<file path="config.mk">
export PLATFORM = sky130hd
export DESIGN_NAME = seq_ctrl
export DESIGN_NICKNAME = d
export VERILOG_FILES = /design/src/rtl/seq_ctrl.sv
export SDC_FILE = /design/constraint.sdc
export NUM_CORES = 1
export LEC_CHECK = 0
export ABC_AREA = 0
export BUFFER_PORTS_ARGS = -buffer_cell sky130_fd_sc_hd__buf_2
export CORE_MARGIN = 1.5
export CORE_UTILIZATION = 50
export CTS_CLUSTER_DIAMETER = 100
export DETAILED_ROUTE_END_ITERATION = 8
export HOLD_SLACK_MARGIN = 0.1
export PLACE_DENSITY_LB_ADDON = 0.1
export SLEW_MARGIN = 30
export SYNTH_ARGS = -nofsm -noshare
export SYNTH_HDL_FRONTEND = slang
export SYNTH_SLANG_ARGS = --single-unit
</file>
<file path="constraint.sdc">
create_clock -name CLK -period 3.5 [get_ports CLK]
set_input_delay 0.525 -clock CLK [delete_from_list [all_inputs] [get_ports CLK]]
set_output_delay 0.525 -clock CLK [all_outputs]
set_load 0.02 [all_outputs]
</file>
<file path="src/rtl/seq_ctrl.sv">
// Table-driven pattern sequencer: steps (pattern, dwell) entries in loop,
// one-shot or ping-pong order, with pause, clear and wrap/done status pulses.
module seq_ctrl #(
    parameter int BW_SEQ     = 6,
    parameter int SEQ_CNT    = 6,
    parameter int BW_SEQ_CNT = 3,
    parameter int BW_TIMEOUT = 3,
    parameter logic [BW_SEQ-1:0] RV = 6'b000001
) (
    input  logic                                      CLK,
    input  logic                                      RST,
    input  logic                                      CLR,
    input  logic                                      START,
    input  logic                                      PAUSE,
    input  logic [1:0]                                MODE,
    input  logic [BW_SEQ_CNT-1:0]                     LAST,
    input  logic [SEQ_CNT*(BW_SEQ+BW_TIMEOUT)-1:0]    PTN,
    output logic [BW_SEQ-1:0]                         SEQ,
    output logic [BW_SEQ_CNT-1:0]                     IDX,
    output logic                                      BUSY,
    output logic                                      DONE,
    output logic                                      WRAP
);

    localparam int EW = BW_SEQ + BW_TIMEOUT;
    localparam logic [BW_SEQ_CNT-1:0] IDX_ZERO = {BW_SEQ_CNT{1'b0}};
    localparam logic [BW_SEQ_CNT-1:0] IDX_ONE  = BW_SEQ_CNT'(1);
    localparam logic [BW_SEQ_CNT-1:0] IDX_MAX  = BW_SEQ_CNT'(SEQ_CNT - 1);
    localparam logic [BW_TIMEOUT-1:0] CNT_ZERO = {BW_TIMEOUT{1'b0}};
    localparam logic [BW_TIMEOUT-1:0] CNT_ONE  = BW_TIMEOUT'(1);

    typedef enum logic [0:0] {
        ST_IDLE = 1'b0,
        ST_RUN  = 1'b1
    } state_t;

    state_t                  state_r;
    logic [1:0]              mode_r;
    logic [BW_SEQ_CNT-1:0]   last_r;
    logic [BW_SEQ_CNT-1:0]   idx_r;
    logic [BW_TIMEOUT-1:0]   cnt_r;
    logic                    dir_up_r;
    logic [BW_SEQ-1:0]       seq_r;
    logic                    busy_r;
    logic                    done_r;
    logic                    wrap_r;

    logic [BW_SEQ_CNT-1:0]   nxt_idx_s;
    logic                    nxt_dir_up_s;
    logic                    step_wrap_s;
    logic                    step_done_s;
    logic [BW_SEQ_CNT-1:0]   last_clamp_s;
    logic [EW-1:0]           first_entry_s;
    logic [EW-1:0]           nxt_entry_s;

    // Entry 0 sits in the MSBs of the table; out-of-range indices read as zero.
    function automatic logic [EW-1:0] entry_at(input logic [SEQ_CNT*EW-1:0] tbl,
                                               input logic [BW_SEQ_CNT-1:0] idx);
        logic [EW-1:0] e;
        e = {EW{1'b0}};
        for (int i = 0; i < SEQ_CNT; i++) begin
            e = (idx == BW_SEQ_CNT'(i)) ? tbl[(SEQ_CNT-1-i)*EW +: EW] : e;
        end
        return e;
    endfunction

    assign last_clamp_s  = (LAST > IDX_MAX) ? IDX_MAX : LAST;
    assign first_entry_s = entry_at(PTN, IDX_ZERO);
    assign nxt_entry_s   = entry_at(PTN, nxt_idx_s);

    // Successor entry, direction and pulse flags for when the current dwell expires.
    always_comb begin
        nxt_idx_s    = idx_r;
        nxt_dir_up_s = dir_up_r;
        step_wrap_s  = 1'b0;
        step_done_s  = 1'b0;
        case (mode_r)
            2'd1: begin
                if (idx_r == last_r) begin
                    step_done_s = 1'b1;
                end else begin
                    nxt_idx_s = idx_r + IDX_ONE;
                end
            end
            2'd2: begin
                // Reversal steps straight to the neighbour so end entries are not doubled.
                if (last_r == IDX_ZERO) begin
                    nxt_idx_s   = IDX_ZERO;
                    step_wrap_s = 1'b1;
                end else if (dir_up_r) begin
                    if (idx_r == last_r) begin
                        nxt_dir_up_s = 1'b0;
                        nxt_idx_s    = idx_r - IDX_ONE;
                        step_wrap_s  = 1'b1;
                    end else begin
                        nxt_idx_s = idx_r + IDX_ONE;
                    end
                end else begin
                    if (idx_r == IDX_ZERO) begin
                        nxt_dir_up_s = 1'b1;
                        nxt_idx_s    = IDX_ONE;
                        step_wrap_s  = 1'b1;
                    end else begin
                        nxt_idx_s = idx_r - IDX_ONE;
                    end
                end
            end
            default: begin
                if (idx_r == last_r) begin
                    nxt_idx_s   = IDX_ZERO;
                    step_wrap_s = 1'b1;
                end else begin
                    nxt_idx_s = idx_r + IDX_ONE;
                end
            end
        endcase
    end

    // Sequencer FSM with all outputs registered.
    always_ff @(posedge CLK) begin
        if (RST || CLR) begin
            state_r  <= ST_IDLE;
            mode_r   <= 2'd0;
            last_r   <= IDX_ZERO;
            idx_r    <= IDX_ZERO;
            cnt_r    <= CNT_ZERO;
            dir_up_r <= 1'b1;
            seq_r    <= RV;
            busy_r   <= 1'b0;
            done_r   <= 1'b0;
            wrap_r   <= 1'b0;
        end else begin
            done_r <= 1'b0;
            wrap_r <= 1'b0;
            case (state_r)
                ST_IDLE: begin
                    if (START) begin
                        state_r  <= ST_RUN;
                        mode_r   <= MODE;
                        last_r   <= last_clamp_s;
                        idx_r    <= IDX_ZERO;
                        dir_up_r <= 1'b1;
                        seq_r    <= first_entry_s[EW-1:BW_TIMEOUT];
                        cnt_r    <= first_entry_s[BW_TIMEOUT-1:0];
                        busy_r   <= 1'b1;
                    end else begin
                        state_r <= ST_IDLE;
                    end
                end
                ST_RUN: begin
                    if (PAUSE) begin
                        state_r <= ST_RUN;
                    end else if (cnt_r != CNT_ZERO) begin
                        cnt_r <= cnt_r - CNT_ONE;
                    end else if (step_done_s) begin
                        state_r  <= ST_IDLE;
                        idx_r    <= IDX_ZERO;
                        dir_up_r <= 1'b1;
                        seq_r    <= RV;
                        busy_r   <= 1'b0;
                        done_r   <= 1'b1;
                    end else begin
                        idx_r    <= nxt_idx_s;
                        dir_up_r <= nxt_dir_up_s;
                        seq_r    <= nxt_entry_s[EW-1:BW_TIMEOUT];
                        cnt_r    <= nxt_entry_s[BW_TIMEOUT-1:0];
                        wrap_r   <= step_wrap_s;
                    end
                end
                default: begin
                    state_r <= ST_IDLE;
                    seq_r   <= RV;
                    idx_r   <= IDX_ZERO;
                    busy_r  <= 1'b0;
                end
            endcase
        end
    end

    assign SEQ  = seq_r;
    assign IDX  = idx_r;
    assign BUSY = busy_r;
    assign DONE = done_r;
    assign WRAP = wrap_r;

endmodule

</file>
==> summary.md <==
| Metric | Value |
|---|---|
| Adder-cell share of the synthesized area | `5.51%` |
| Clk_lat worst skew | `0.27 ns` |
| Synth Area in Compound Gates | `29.8%` |
| Setup TNS | `0 ns` |
| Site row count | `23` |
| GPL Wtd Cong | `0.841` |
| Routed length on met1 | `2720 um` |
| DRT Pass-1 Iters | `4` |
| Total wire length | `5810 um` |
| Worst EP arrival | `3.20 ns` |
| First-pass GRT wire length | `9760 um` |
| Crit Path Class | `reg -> reg` |
| DR top layer | `met4` |
| Initial antenna violation count | `0` |
| # DRC | `0` |
| Synth Net Count | `356` |
| Starting Density | `51.4%` |
| Clock root buffer | `clkbuf_8` |
| Vias in the first global route | `2061` |
| Slowest CP cell | `dfxtp_1` |
| Diode count | `0` |
| TritonCTS Sinks | `22` |
| Via Count | `2242` |
| Count of buffer and inverter cells on the critical path | `2` |
| Largest family of logic cells by synthesized area | `compound AO/OA/AOI/OAI gates` |
| Cell Chain, Critical Path | `xor2_2, nor3_2, inv_1, ha_1, nor2b_1, nor2_1, a22oi_1, buf_4, nand2_1, mux2_4, o211ai_2, a211o_1` |
| Synth unique cells | `56` |
| Worst r2r src | `IDX[2]` |
| PD cells | `288 nW/um^2` |
| Met2 wire len | `2650 um` |
| CTS tree | `built` |
| Largest net degree at the start of global routing | `27` |
| Class of the worst hold path | `reg -> reg` |
| Layout Skew | `0.00598 ns` |
| Fill cells | `371` |
| Period utilization | `85.0%` |
| Critical Path Source Type | `register` |
| Area of the core | `3970 um^2` |
| Mapped cell area | `2040 um^2` |
| Finished Cell Area | `2480 um^2` |
| CP required | `3.72 ns` |
| End-of-flow core utilization | `62.5%` |
| Minimum clock period | `2.98 ns` |
| Top_reg_cell synth | `dfxtp_1` |
| Final Slew Violations | `0` |
| CTS buffer count | `3` |
| Overall Power | `714 uW` |
| Worst reg-to-reg setup slack | `0.52 ns` |
| LEAKAGE | `1.13 nW` |
| Outcome | `finished, final reports clean` |
| Mapped Cells | `283` |
| Final Hold Viols | `0` |
| Max_cap viols | `0` |
| Simple-Gate Fraction of Synth Area | `28.2%` |
| Most frequent cells in the layout | `buf_2, nand2_1, a21oi_1` |
| Ranking of synthesized cells by area | `dfxtp_1, nand2_1, a21oi_1` |
| RSZ-0062 raised after global routing | `no` |
| Post-Synth XOR/XNOR Area | `3.74%` |
| Max FO, Critical Path | `19` |
| Worst reg2reg path endpoint | `cnt_r[2]` |
| Final Setup Violations | `0` |
| HPWL Detailed | `4420 um` |
| Setup crit end | `cnt_r[2]` |
| DR WL met3 | `400 um` |
| Avg Inst Size Synth | `7.22 um^2` |
| Clock tree buffer depth | `2` |
| Sequential share of the synthesized area | `21.6%` |
| Layout overhead on the synthesized area | `21.5%` |
| Area leader, netlist | `dfxtp_1` |
| Crit. End Element | `register` |
| Worst rel slew slack | `54.9%` |
| IO Count | `76` |
| Layout cell share with drive strength beyond 1 | `29.1%` |
| # H-tree levels | `1` |
| Post-synth EDFFs | `0` |
| Reg2reg path depth | `12` |
| Stages on worst setup path | `12` |
| Die Width | `66.9 um` |
| Fin nets | `421` |
| Clock-pin slew on the worst setup and hold paths | `0.09 ns` |
| Synth async-reset ratio | `0%` |
| Die area | `4480 um^2` |
| Yosys top cell area share | `21.6%` |
| Overflow after GRT | `0` |
| Post-synthesis mux area share | `3.31%` |
| Vias per inst | `5.65` |
| CP startpoint | `IDX[2]` |
| Cts hold-fix bufs | `0` |
| Max incr delay on CP | `0.56 ns` |
| Input/output buffers | `75` |
| Max Freq | `336 MHz` |
| Max VDD drop | `0.177 mV` |
| YS warnings | `0` |
| Worst-margin pin slew | `0.676 ns` |
| Wirelength per Cell | `14.6 um` |
| Antenna-violating nets left | `0` |
| Gr usage total | `28.0%` |
| Initial DRC Count | `208` |
| #FFs+latches synth | `22` |
| Die H | `66.9 um` |
| Placed cell count | `393` |
| Post-route insts no fill | `397` |
| Placed cell area | `2410 um^2` |
| Worst path top cell family by delay | `simple AND/OR/NAND/NOR gates` |
| Commonest non-fill, non-tap cell in the layout | `buf_2` |
metrics by stage:
stage,hold slack [ns],setup slack [ns]
3_3_place_gp,0.464,0.546
5_1_grt,0.512,0.0824
4_1_cts,0.482,0.327
2_1_floorplan,0.453,0.743
3_5_place_dp,0.470,0.379
6_report,0.481,0.523
registers in the layout, summed over array words and instances (netlist names), 2 cells and up:
signal / count
cnt_r: 3
IDX: 3
last_r: 3
mode_r: 2
SEQ: 6
layout make-up:
class / instances / area (um^2) / area share, %
timing repair buffer: 80 / 413 / 16.6
inverter: 14 / 52.6 / 2.12
sequential: 22 / 440 / 17.7
tap: 50 / 62.6 / 2.52
clock inverter: 1 / 30.0 / 1.21
clock buffer: 3 / 41.3 / 1.66
multi-input combinational: 227 / 1440 / 58.1
worst min-delay path: cells and delay by family, from the launching register on:
| kind | cells | cell delay (ns) |
|---|---|---|
| and+or+nand+nor | 1 | 0.06 |
| AOI/OAI and AO/OA | 1 | 0.05 |
| DFF | 1 | 0.33 |
synth_stat cells (7+ instances only):
cell,instances
a21oi_1,25
buf_2,9
clkbuf_1,7
dfxtp_1,22
ha_1,9
inv_1,14
nand2_1,53
nand3_1,12
nor2_1,16
nor3b_1,8
o21ai_0,7
o31ai_1,9
or3_1,7
how the worst min path moves through the flow:
stage	start	to	slack, ns	depth (start not counted)
after floorplan	mode_r[1]	mode_r[1]	0.45	2
after CTS	mode_r[1]	mode_r[1]	0.48	2
after detailed placement	mode_r[1]	mode_r[1]	0.47	2
final	mode_r[1]	mode_r[1]	0.48	2
after global routing	MODE[1]	mode_r[1]	0.51	3
after global placement	mode_r[1]	mode_r[1]	0.46	2
routing by layer:
layer	vias to the layer above	track usage, %
met5	-	0
met1	1001	40.3
met3	4	2.36
met2	84	45.0
met4	0	6.38
li1	1153	-
kinds of logic after synthesis:
logic type,Yosys count
muxes,6
adders and majority gates,9
AOI/OAI and AO/OA,87
buffers and inverters,34
xor gates and xnor gates,7
and+or+nand+nor,118
DFF,22
report_power, final:
group / total (mW) / switching (mW) / internal [mW]
Combinational: 0.204 / 0.114 / 0.0894
Clock: 0.243 / 0.0905 / 0.153
Sequential: 0.266 / 0.00872 / 0.258
what timing repair did:
item / 4_1_cts / 5_1_grt
buffers inserted: 0 / 0
resized for setup: 0 / 1
setup endpoints to repair: 0 / 3
Power figures use the tool's default switching activity.
